==> src/rtl/lattuino_spm_pkg.sv <==
// Shared command and state encodings for the Lattuino self-programming controller.
package lattuino_spm_pkg;

  typedef enum logic [1:0] {
    SPM_FILL  = 2'b00,
    SPM_ERASE = 2'b01,
    SPM_WRITE = 2'b10,
    SPM_CLEAR = 2'b11
  } spm_cmd_e;

  typedef enum logic [1:0] {
    ST_IDLE  = 2'b00,
    ST_ERASE = 2'b01,
    ST_WRITE = 2'b10
  } spm_state_e;

endpackage

==> src/rtl/lattuino_spm_pagebuf.sv <==
// One-page temporary buffer: word array plus valid mask; unfilled words read as the erase value.
module lattuino_spm_pagebuf
  import lattuino_spm_pkg::*;
#(
  parameter int unsigned        WORD_SIZE = 16,
  parameter int unsigned        PAGE_W    = 6,
  parameter logic [WORD_SIZE-1:0] ERASE_VAL = 16'hFFFF
) (
  input  logic                 clk_i,
  input  logic                 rst_ni,
  input  logic                 we_i,
  input  logic [PAGE_W-1:0]    waddr_i,
  input  logic [WORD_SIZE-1:0] wdata_i,
  input  logic [PAGE_W-1:0]    raddr_i,
  output logic [WORD_SIZE-1:0] rdata_o,
  input  logic                 clr_word_i,
  input  logic [PAGE_W-1:0]    clr_addr_i,
  input  logic                 clr_all_i
);

  localparam int unsigned DEPTH = 1 << PAGE_W;

  logic [WORD_SIZE-1:0] mem_q [DEPTH];
  logic [DEPTH-1:0]     valid_q;
  logic [DEPTH-1:0]     valid_d;

  // Data words carry no reset; the valid mask alone decides what is meaningful.
  always_ff @(posedge clk_i) begin
    if (we_i) begin
      mem_q[waddr_i] <= wdata_i;
    end
  end

  always_comb begin
    valid_d = valid_q;
    if (clr_all_i) begin
      valid_d = '0;
    end
    if (clr_word_i) begin
      valid_d[clr_addr_i] = 1'b0;
    end
    if (we_i) begin
      valid_d[waddr_i] = 1'b1;
    end
  end

  always_ff @(posedge clk_i or negedge rst_ni) begin
    if (!rst_ni) begin
      valid_q <= '0;
    end else begin
      valid_q <= valid_d;
    end
  end

  assign rdata_o = valid_q[raddr_i] ? mem_q[raddr_i] : ERASE_VAL;

endmodule

==> src/rtl/lattuino_spm_ctrl.sv <==
// SPM controller: buffers FILL data, then erases or writes one PM page a word per clock;
// forwards the CPU fetch address to the PM while idle.
module lattuino_spm_ctrl
  import lattuino_spm_pkg::*;
#(
  parameter int unsigned          WORD_SIZE  = 16,
  parameter int unsigned          ADDR_W     = 13,
  parameter int unsigned          PAGE_W     = 6,
  parameter int unsigned          BOOT_START = 7680,
  parameter logic [WORD_SIZE-1:0] ERASE_VAL  = 16'hFFFF
) (
  input  logic                 clk_i,
  input  logic                 rst_ni,
  input  logic                 spm_req_i,
  input  logic [1:0]           spm_cmd_i,
  input  logic [ADDR_W-1:0]    z_i,
  input  logic [WORD_SIZE-1:0] data_i,
  input  logic [ADDR_W-1:0]    cpu_addr_i,
  output logic                 busy_o,
  output logic                 done_o,
  output logic                 err_o,
  output logic [ADDR_W-1:0]    pm_addr_o,
  output logic                 pm_we_o,
  output logic [WORD_SIZE-1:0] pm_data_o
);

  localparam int unsigned PG_W = ADDR_W - PAGE_W;

  spm_state_e          state_q, state_d;
  logic [PAGE_W-1:0]   cnt_q, cnt_d;
  logic [PG_W-1:0]     page_q, page_d;
  logic                done_q, done_d;
  logic                err_q, err_d;

  spm_cmd_e             cmd;
  logic                 protected_c;
  logic                 last_c;
  logic                 fill_we;
  logic                 clr_word;
  logic                 clr_all;
  logic [WORD_SIZE-1:0] buf_rdata;

  assign cmd         = spm_cmd_e'(spm_cmd_i);
  assign protected_c = 32'(z_i) >= BOOT_START;
  assign last_c      = (cnt_q == {PAGE_W{1'b1}});

  lattuino_spm_pagebuf #(
    .WORD_SIZE (WORD_SIZE),
    .PAGE_W    (PAGE_W),
    .ERASE_VAL (ERASE_VAL)
  ) u_pagebuf (
    .clk_i      (clk_i),
    .rst_ni     (rst_ni),
    .we_i       (fill_we),
    .waddr_i    (z_i[PAGE_W-1:0]),
    .wdata_i    (data_i),
    .raddr_i    (cnt_q),
    .rdata_o    (buf_rdata),
    .clr_word_i (clr_word),
    .clr_addr_i (cnt_q),
    .clr_all_i  (clr_all)
  );

  always_ff @(posedge clk_i or negedge rst_ni) begin
    if (!rst_ni) begin
      state_q <= ST_IDLE;
      cnt_q   <= '0;
      page_q  <= '0;
      done_q  <= 1'b0;
      err_q   <= 1'b0;
    end else begin
      state_q <= state_d;
      cnt_q   <= cnt_d;
      page_q  <= page_d;
      done_q  <= done_d;
      err_q   <= err_d;
    end
  end

  // Next state: command decode when idle, page sweep when busy.
  always_comb begin
    state_d = state_q;
    cnt_d   = cnt_q;
    page_d  = page_q;
    done_d  = 1'b0;
    err_d   = 1'b0;
    unique case (state_q)
      ST_IDLE: begin
        if (spm_req_i && (cmd == SPM_ERASE || cmd == SPM_WRITE)) begin
          if (protected_c) begin
            err_d = 1'b1;
          end else begin
            page_d  = z_i[ADDR_W-1:PAGE_W];
            cnt_d   = '0;
            state_d = (cmd == SPM_ERASE) ? ST_ERASE : ST_WRITE;
          end
        end
      end
      ST_ERASE, ST_WRITE: begin
        cnt_d = cnt_q + PAGE_W'(1);
        err_d = spm_req_i;
        if (last_c) begin
          state_d = ST_IDLE;
          done_d  = 1'b1;
        end
      end
      default: begin
        state_d = ST_IDLE;
      end
    endcase
  end

  // PM port mux and buffer strobes.
  always_comb begin
    pm_addr_o = cpu_addr_i;
    pm_we_o   = 1'b0;
    pm_data_o = ERASE_VAL;
    fill_we   = 1'b0;
    clr_word  = 1'b0;
    clr_all   = 1'b0;
    unique case (state_q)
      ST_IDLE: begin
        fill_we = spm_req_i && (cmd == SPM_FILL);
        clr_all = spm_req_i && (cmd == SPM_CLEAR);
      end
      ST_ERASE: begin
        pm_we_o   = 1'b1;
        pm_addr_o = {page_q, cnt_q};
      end
      ST_WRITE: begin
        pm_we_o   = 1'b1;
        pm_addr_o = {page_q, cnt_q};
        pm_data_o = buf_rdata;
        clr_word  = 1'b1;
      end
      default: begin
        pm_we_o = 1'b0;
      end
    endcase
  end

  assign busy_o = (state_q != ST_IDLE);
  assign done_o = done_q;
  assign err_o  = err_q;

endmodule

==> config.mk <==
export PLATFORM = sky130hd
export DESIGN_NAME = lattuino_spm_ctrl
export DESIGN_NICKNAME = d
export VERILOG_FILES = /design/src/rtl/lattuino_spm_pkg.sv /design/src/rtl/lattuino_spm_pagebuf.sv /design/src/rtl/lattuino_spm_ctrl.sv
export SDC_FILE = /design/constraint.sdc
export NUM_CORES = 1
export LEC_CHECK = 0
export CORE_MARGIN = 1
export CORE_UTILIZATION = 60
export CTS_CLUSTER_DIAMETER = 60
export CTS_CLUSTER_SIZE = 8
export DETAILED_ROUTE_END_ITERATION = 6
export DONT_BUFFER_PORTS = 1
export PLACE_DENSITY_LB_ADDON = 0.25
export SYNTH_ARGS = -nofsm -noshare
export SYNTH_HDL_FRONTEND = slang
export SYNTH_SLANG_ARGS = --single-unit
==> constraint.sdc <==
create_clock -name clk_i -period 3.6 [get_ports clk_i]
set_input_delay 0.9 -clock clk_i [delete_from_list [all_inputs] [get_ports clk_i]]
set_output_delay 0.9 -clock clk_i [all_outputs]
set_load 0.01 [all_outputs]
## Word level (Yosys, flattened, before mapping)

Memory sizes are Yosys's and may differ from the RTL's.
Cells that the tools add are included.

| word-level totals | value |
|---|---|
| memories kept | 1 |
| word-level logic and storage cells | 71 |
| bits of input ports | 47 |
| register bits after elaboration | 81 |
| RAM bits | 1024 |
| output and inout bits | 33 |

| cells by class | value |
|---|---|
| reduce and logical (&&, ||, !) cells | 14 |
| muxes and demuxes | 31 |
| bitwise gates (word level) | 4 |
| eq/ne operators | 9 |
| add/subtract/negate cells | 1 |
| $lt $le $gt $ge | 5 |

Memory list:

| memory | depth | bits a word | read ports | clocked after memory_dff | write ports | RTL line | RTL |
|---|---|---|---|---|---|---|---|
| u_pagebuf.mem_q | 64 | 16 | 1 | 0 | 1 | lattuino_spm_pagebuf.sv:23 | `logic [WORD_SIZE-1:0] mem_q [DEPTH];` |

Operators by type and width:

| operator | count |
|---|---|
| 2-to-1 mux 64 bit | 3 |
| bitwise AND 64 bit | 1 |
| inverter 64 bit | 1 |
| OR 64 bit | 1 |
| 2-to-1 mux 16 bit | 2 |
| < comparator 6 x 7 -> 1 bit, second input constant | 2 |
| >= comparator 13 bit, second input constant | 1 |
| 2-to-1 mux 1 bit | 13 |
| 2-to-1 mux 13 bit | 1 |
| demux 1 bit (select 6 bit) | 2 |
| >= comparator 6 x 1 -> 1 bit, second input constant | 2 |
| 2-to-1 mux 6 bit | 2 |
| case mux 6 bit (2 select lines) | 1 |
| AND reduction 3 bit | 3 |
| 2-to-1 mux 2 bit | 4 |
| adder 6 x 1 -> 6 bit, second input constant | 1 |
| binary-select mux 1 bit (select 6 bit) | 1 |
| == test 2 bit, second input constant | 3 |
| == test 6 bit, second input constant | 1 |
| logical AND 1 bit | 5 |
| == test 2 x 1 -> 1 bit, second input constant | 2 |
| logical NOT 2 bit | 2 |
| != test 2 bit, second input constant | 2 |
| case mux 2 bit (2 select lines) | 1 |
| other kinds (6) | 7 |

## Logic depth before layout (Yosys ltp)

Gate-level depths: netlist (run 1).

| depth | value |
|---|---|
| word-level depth | 9 |
| gate-level depth with buffers | 12 |

## Cells and area by module

Synthesis (run 1) repeated with hierarchy kept, for this count alone.

| unflattened totals | value |
|---|---|
| cell total of the unflattened synthesis | 2109 |
| area total of the unflattened synthesis | 43364.1 µm² |

By module, submodules not included:

| module | cells each | area each (µm²) | times used | sequential area each (µm²) |
|---|---|---|---|---|
| lattuino_spm_pagebuf | 1994 | 42214.2 | 1 | 32351.0 |
| lattuino_spm_ctrl | 115 | 1149.9 | 1 | 425.4 |

## Worst setup path after synthesis (run 1)

OpenSTA, ideal clock, no wires.

| path | value |
|---|---|
| path type | register to output |
| start | register cnt_q[2] |
| end | output pm_data_o[12] |
| arrival time | 2.180 ns |
| buffers on the path | 6 |
| required time | 2.700 ns |
| path slack | 0.520 ns |
| stages on the path, launching flop included | 12 |
| path through | dfrtp_1 > buf_6 > buf_6 > buf_6 > buf_2 > buf_2 > buf_2 > mux4_2 > a22oi_1 > nand3_1 > nor3_1 > nand4_1 |

| on the way | value |
|---|---|
| word-level cells in the longest chain between the ends | 4 |

Ends and longest elaborated chain:

| what | RTL line | RTL |
|---|---|---|
| start, declared | lattuino_spm_ctrl.sv:30 | `logic [PAGE_W-1:0] cnt_q, cnt_d;` |
| start signal, assigned | lattuino_spm_ctrl.sv:73 | `cnt_q <= cnt_d;` |
| binary-select mux 1 bit (select 6 bit) | lattuino_spm_pagebuf.sv:55 | `assign rdata_o = valid_q[raddr_i] ? mem_q[raddr_i] : ERASE_VAL;` |
| 2-to-1 mux 1 bit (implied by the code) | lattuino_spm_pagebuf.sv:55 |  |
| 2-to-1 mux 16 bit * | lattuino_spm_pagebuf.sv:55 |  |
| 2-to-1 mux 16 bit * | lattuino_spm_ctrl.sv:121 | `unique case (state_q)` |
| end, declared | lattuino_spm_ctrl.sv:24 | `output logic [WORD_SIZE-1:0] pm_data_o` |

Every way passes the cells marked *; elsewhere a longest branch is shown, timed or not. The select of a mux whose other input is x is not followed.

## Final worst setup path (run 1)

| path | value |
|---|---|
| start | register cnt_q[1] |
| end | output pm_data_o[8] |

The elaborated chain is that of the path after synthesis.

==> out/results.tsv, run 1 <==
stage	metric	value	unit
outcome	status	complete, but fails checks	
outcome	failing checks	setup timing	
job	Max-cap violations	0	
global_route	largest net degree at the start of global routing	82	
worst_setup_path	WP data required	2.70	ns
cells_and_area	Ant. Diodes	0	
worst_setup_path	CP Class	register to output pin	
synthesis	Mean Syn Cell Area	17.6	µm²
synthesis	syn_nets	2553	
worst_setup_path	critical path launch point type	register	
die	die area	74200	µm²
cells_and_area	fin util	74.8	%
sta	max-slew violations	0	
route	antenna-violating nets left	0	
cells_and_area	fraction of layout cells with a size suffix above 1	33.5	%
pwr	VDD IR max	0.000596	V
synthesis	predominant post-synthesis flop cell	edfxtp_1	
cts	Max clock buf depth	3	
synthesis	Synth Area in Adders	0.200	%
pwr	power density over the cells	729	nW/µm²
placement	number of port buffers	0	
sta	fin worst setup slack	-0.947	ns
sta	Fmax achieved	220	MHz
synthesis	mux contribution to synthesized area	9.47	%
die	placement row count	98	
synthesis	number of enable flip-flop cells after synthesis	1024	
synthesis	Synth Instances	2499	
cts	H-tree depth	4	
sta	slew margin rel.	34.2	%
global_route	first-pass GRT wire length	202000	µm
die	Initial Utilization	61.0	%
sta	minimum clock period	4.55	ns
cells_and_area	NumNets Final	3008	
cts	clock slew at reported path FFs	0.05	ns
global_route	vias in the first global route	28300	
sta	RSZ-0062 raised after global routing	yes	
cts	Clock Latency Late Sink	0.74	ns
global_route	initial antenna violation count	5	
global_route	GR Overflow Total	0	
route	Vias/cell	7.31	
synthesis	synthesis-stage register bit count	1105	
cts	# clock sinks	1105	
placement	Place WS	-0.392	ns
route	DRC Markers	0	
global_route	Tot GR Track Use	39.1	%
sta	Final Cycle Share	126	%
worst_setup_path	CP endpoint kind	output pin	
sta	final hold vios	0	
synthesis	Ys Warns	0	
synthesis	xor-xnor portion of the synthesized cell area	0	%
die	core region area	72000	µm²
synthesis	register area share after synthesis	74.7	%
cts	Num CTS Buffers	156	
synthesis	area share of and/or/nand/nor cells after synthesis	3.39	%
synthesis	largest family of logic cells by synthesized area	compound AO/OA/AOI/OAI gates	
cts	CTS tree	done	
synthesis	Compound-Gate Fraction of Synth Area	9.92	%
placement	dpl hpwl	87400	µm
route	DR WL/cell	36.6	µm
route	routed vias	28800	
pwr	P_leak	18.2	nW
route	initial detailed-routing violation count	4413	
synthesis	Async SR Flop Fraction	7.33	%
die	Die Wd	272	µm
placement	RD Place Congestion	0.985	
cells_and_area	area delta synth->final	22.7	%
sta	skew final	0.0199	ns
worst_setup_path	Worst Path Arrival	3.65	ns
worst_setup_path	R2R Setup Slk	0.61	ns
route	drt total wl	144000	µm
die	# IOs	80	
synthesis	Netlist cell types	72	
cts	root buffer cell	clkbuf_16	
sta	Tightest Pin Transition	0.984	ns
worst_hold_path	Hold Crit Class	input port to async pin	
die	Die Y	272	µm
worst_setup_path	crit path max fanout	9	
sta	Final Setup Violations	16	
route	First-pass DRT Iterations	6	
synthesis	Netlist Area Pre-Place	43900	µm²
## critical path, cell delays in order, from the launching register on
cell,delay (ns)
dfrtp_4,0.45
buf_6,0.12
buf_6,0.15
buf_8,0.16
mux2_2,0.35
a221oi_2,0.24
a31oi_1,0.08
o21ai_2,0.21
nand4_1,0.30
or4b_4,0.68
buf_12,0.15
## cell usage in the layout (no fill, tap or decap), types with 37 or more instances in the layout
| cell type | synthesis | layout |
|---|---|---|
| buf_6 | 12 | 47 |
| a221oi_1 | 105 | 73 |
| o21ai_0 | 112 | 103 |
| nand2_1 | 84 | 82 |
| nor2_1 | 118 | 110 |
| clkbuf_16 | 0 | 157 |
| a22oi_1 | 100 | 84 |
| dfrtp_1 | 81 | 78 |
| buf_12 | 1 | 45 |
| a21oi_1 | 40 | 37 |
| o211ai_1 | 60 | 60 |
| buf_4 | 28 | 374 |
| mux4_2 | 89 | 89 |
| mux2i_1 | 73 | 72 |
| edfxtp_1 | 1024 | 1024 |
| mux2_2 | 115 | 113 |
## power breakdown
group / total (W) / internal [W] / switching, W
sequential: 0.0143 / 0.0142 / 0.000101
clock: 0.0132 / 0.00786 / 0.00534
combinational: 0.0117 / 0.00512 / 0.00662
total: 0.0392 / 0.0272 / 0.0121
## kinds of logic after synthesis
family,after synthesis
fa+ha+maj,7
buf+inv,196
mux,287
simple gates,316
compound gates,588
flops,1105
## routing by layer
| metal | global-route usage (%) | wire, µm | share of wire (%) | vias to the layer above |
|---|---|---|---|---|
| li1 | - | - | - | 11100 |
| met1 | 52.8 | 50800 | 35 | 14600 |
| met2 | 58.6 | 65400 | 45 | 2634 |
| met3 | 11.9 | 20700 | 14 | 438 |
| met4 | 18.9 | 7550 | 5.2 | 2 |
| met5 | 0 | 12 | 0.0083 | - |
## registers in the layout, indices dropped and copies added (netlist names)
signal	cells
cnt_q	6
u_pagebuf.mem_q	1024
u_pagebuf.valid_q	64
page_q	7
done_o	1
err_o	1
state_q	2
## metrics by stage
| step | setup TNS (ns) | std cells | power [W] | cell area, µm² | hold WS [ns] |
|---|---|---|---|---|---|
| floorplan | 0 | 2499 | 0.0195 | 43900 | 0.474 |
| global placement | -1.73 | 3683 | 0.0243 | 47800 | 0.485 |
| detailed placement | -2.02 | 3683 | 0.0243 | 47800 | 0.493 |
| CTS | -11.51 | 3936 | 0.0386 | 53500 | 0.0656 |
| global route | -13.93 | 3945 | 0.0399 | 53800 | 0.0926 |
| finish | -13.31 | 3945 | 0.0392 | 53800 | 0.0622 |
## synth_stat cells (all sizes together), types with 6 or more instances
cell,n,area [µm²]
a21oi,40,200
a221o,29,290
a221oi,108,965
a22o,21,184
a22oi,101,763
a31oi,13,81.3
a32oi,14,123
and3,9,56.3
and3b,6,52.6
buf,105,681
clkbuf,81,305
dfrtp,81,2030
edfxtp,1024,30700
ha,7,87.6
inv,9,33.8
mux2,125,1420
mux2i,73,731
mux4,89,2000
nand2,84,315
nand3,31,155
nand3b,7,52.6
nand4,18,113
nor2,118,443
nor2b,8,50.1
nor3,10,55.1
o211ai,60,450
o21ai,114,571
o221ai,8,70.1
o22a,8,70.1
o22ai,20,125
o2bb2ai,12,105
## layout make-up
class                   instances  area, µm²
clock buffers                 183       4010
clock inverters                16        329
fillers                      3977      18100
inverters                      10       40.0
multi-input cells            1198      10800
flip-flops and latches       1105      32800
well taps                     950       1190
repair buffers                483       4640
## what timing repair did
action,CTS,global route
endpoints found under the setup margin,16,16
hold buffers,1,0
gates cloned,6,1
hold endpoints to repair,81,0
setup buffers,50,10
pin swaps,59,29
gates resized for setup,162,43
## final timing paths
path,start,to,cells past startpoint
min in group clk_i,data_i[3],u_pagebuf.mem_q[37][3]$_DFFE_PP_,0
worst max-delay path,cnt_q[1]$_DFFE_PN0P_,pm_data_o[8],10
worst min-delay path,rst_ni,u_pagebuf.valid_q[28]$_DFF_PN0_,1
worst min register to register,page_q[6]$_DFFE_PN0P_,page_q[6]$_DFFE_PN0P_,1
worst max register to register,state_q[0]$_DFFE_PN0P_,u_pagebuf.mem_q[16][12]$_DFFE_PP_,8
max in group asynchronous,rst_ni,cnt_q[0]$_DFFE_PN0P_,1
Note: power is estimated with default switching activity, not from simulation.
==> inputs of run 2 (changes only) <==
--- a/config.mk
+++ b/config.mk
@@ -6,7 +6,7 @@
 export NUM_CORES = 1
 export LEC_CHECK = 0
 export CORE_MARGIN = 1
-export CORE_UTILIZATION = 60
+export CORE_UTILIZATION = 55
 export CTS_CLUSTER_DIAMETER = 60
 export CTS_CLUSTER_SIZE = 8
 export DETAILED_ROUTE_END_ITERATION = 6
==> run 2 against run 1 <==
Compared with the run above:
- the flow still finishes with violations (setup timing)
- hold slack lost 0.0039 ns
- sequential power barely moved
- combinational power is 6% higher
- count of clock-buffer cells in the layout is 3 higher
- clock skew is essentially flat
- maximum frequency rose by 2.9%
- global-route usage down 3.4 points
- critical path type unchanged
==> out/results.tsv, run 2 (synthesis gave the netlist of run 1 again) <==
stage	metric	value	unit
outcome	status	complete, but fails checks	
outcome	failing checks	setup timing	
pwr	P_int	0.0278	W
die	# IOs	80	
cells_and_area	fraction of layout cells with a size suffix above 1	35.1	%
global_route	vias in the first global route	27800	
cts	clock slew at reported path FFs	0.05	ns
route	First-pass DRT Iterations	6	
sta	Tightest Pin Transition	0.990	ns
placement	RD Place Congestion	0.977	
job	Max-cap violations	0	
route	initial detailed-routing violation count	4516	
placement	dpl hpwl	86100	µm
pwr	VDD IR max	0.000528	V
global_route	Tot GR Track Use	35.7	%
cts	H-tree depth	4	
die	core region area	79000	µm²
worst_setup_path	crit path max fanout	7	
worst_hold_path	Hold Crit Class	input port to async pin	
route	antenna-violating nets left	0	
route	Vias/cell	7.07	
worst_setup_path	most used cell, CP	buf_4	
cells_and_area	commonest non-fill, non-tap cells in the layout	edfxtp_1, buf_4, clkbuf_16	
die	die area	80900	µm²
cts	root buffer cell	clkbuf_16	
worst_setup_path	CP max stage cell	dfrtp_4	
sta	max-slew violations	0	
route	DRC Markers	0	
cts	CTS tree	done	
global_route	first-pass GRT wire length	203000	µm
cells_and_area	max reg flops	1024	
sta	minimum clock period	4.42	ns
route	DR WL/cell	36.0	µm
pwr	Sw Share	30.6	%
sta	final hold vios	0	
cells_and_area	commonest non-fill, non-tap cell in the layout	edfxtp_1	
sta	setup TNS	-11.86	ns
worst_setup_path	origin of the critical flop-to-flop path	state_q[0]$_DFFE_PN0P_	
pwr	Clock Power Share	33.3	%
cells_and_area	Finished Layout Cells	4027	
worst_setup_path	WP data required	2.70	ns
cells_and_area	FF+latch area	32800	µm²
cts	Max clock buf depth	3	
cts	Num CTS Buffers	157	
cells_and_area	Filler cells	4908	
worst_setup_path	CP endpoint kind	output pin	
cells_and_area	Largest regs	u_pagebuf.mem_q (1024), u_pagebuf.valid_q (64), page_q (7)	
placement	number of port buffers	0	
placement	placed cells	3742	
worst_setup_path	Max stage delay on crit path	0.52	ns
worst_setup_path	Worst Path Arrival	3.52	ns
sta	skew final	0.0199	ns
worst_setup_path	worst-path cell chain	buf_12 > buf_12 > buf_4 > buf_8 > mux2_2 > a221oi_1 > a221oi_1 > buf_4 > a21oi_2 > buf_4 > o211a_4 > nand4_1 > buf_4	
sta	fin worst setup slack	-0.821	ns
pwr	Gate power share	30.9	%
cells_and_area	area delta synth->final	24.2	%
route	routed vias	28500	
placement	Place WS	-0.752	ns
die	Die Wd	284	µm
pwr	Net Switching	0.0122	W
cells_and_area	multi-input logic area	11200	µm²
sta	RSZ-0062 raised after global routing	yes	
global_route	largest net degree at the start of global routing	82	
sta	slew margin rel.	33.8	%
sta	Final Cycle Share	123	%
route	drt total wl	145000	µm
cells_and_area	NumNets Final	2987	
pwr	Seq pwr share	35.8	%
sta	Fmax achieved	226	MHz
cts	# clock sinks	1105	
worst_setup_path	critical path launch point type	register	
sta	Final Setup Violations	16	
worst_setup_path	Setup crit start	cnt_q[1]$_DFFE_PN0P_	
die	Initial Utilization	55.5	%
global_route	GR Overflow Total	0	
pwr	power density over the cells	734	nW/µm²
global_route	initial antenna violation count	4	
die	Die Y	284	µm
cells_and_area	Reg with most FFs	u_pagebuf.mem_q	
die	placement row count	103	
pwr	P_leak	18.3	nW
cts	Clock Latency Late Sink	0.74	ns
worst_setup_path	CP Class	register to output pin	
==> run 2: cell types whose count changed in the layout (fill, tap and decap cells not counted), moves of 7 or more <==
cell and change:
buf_4 -41, a22oi_1 -15, a22oi_2 +15, a221oi_2 +14, a221oi_1 -13, o21ai_0 -12
o21ai_1 +11, a21oi_1 -9, nor2_1 -9, a21oi_2 +8, buf_12 +7, buf_8 +7
==> run 2: worst paths after layout <==
path | to | slack, ns | cells after the start
setup / recovery | pm_data_o[7] | -0.82 | 13
hold / removal | u_pagebuf.valid_q[34]$_DFF_PN0_ | 0.06 | 1
setup reg to reg | u_pagebuf.mem_q[53][12]$_DFFE_PP_ | 0.87 | 7
hold reg to reg | page_q[5]$_DFFE_PN0P_ | 0.50 | 1
max in group asynchronous | cnt_q[0]$_DFFE_PN0P_ | 3.17 | 1
min in group clk_i | u_pagebuf.mem_q[9][1]$_DFFE_PP_ | 0.26 | 0
==> run 2: area by class of cell <==
cell class	instances	share of cell area [%]
Multi-Input combinational cell	1199	20.6
Clock buffer	186	7.53
Inverter	10	0.0873
Sequential cell	1105	60.2
Clock inverter	14	0.439
Tap cell	1050	2.41
Timing Repair Buffer	460	8.75
Antenna cell	3	0.0138
==> run 2: repair_timing <==
item,CTS,global route
pin swaps,71,56
hold buffers,1,0
cloned,13,3
buffers inserted,50,25
endpoints found under the setup margin,16,16
endpoints found under the hold margin,81,0
gates resized for setup,247,90
==> run 2: worst max-delay path: cells and delay by family (launching register included) <==
kind	cells	cell delay, ns
buffers and inverters	7	1.11
flip-flops	1	0.52
AND/OR/NAND/NOR	1	0.14
multiplexers	1	0.31
AO/OA/AOI/OAI	4	0.66
==> run 2: per-layer routing <==
layer / vias to the layer above / routed length (µm) / track usage [%]
met5: - / 20 / 0
met4: 4 / 7990 / 17.7
met3: 442 / 18900 / 10.3
met2: 2355 / 65100 / 52.7
met1: 14500 / 53100 / 48.9
li1: 11200 / - / -
==> run 2: per-stage QoR <==
stage	utilization [%]	power, W	cell area (µm²)	hold slack, ns
2_1_floorplan	-	0.0195	43900	0.474
3_3_place_gp	60.3	0.0241	47600	0.483
3_5_place_dp	60.3	0.0242	47600	0.489
4_1_cts	68.1	0.0392	53800	0.0595
5_1_grt	69.0	0.0408	54500	0.0903
6_report	69.0	0.0400	54500	0.0584
==> run 2: power by group through the flow <==
stage	registers (W)	clock network (W)	logic (W)
floorplan	0.0145	0	0.00503
global placement	0.0146	0	0.00954
detailed placement	0.0146	0	0.00960
CTS	0.0143	0.0134	0.0115
global route	0.0143	0.0139	0.0125
finish	0.0143	0.0133	0.0124
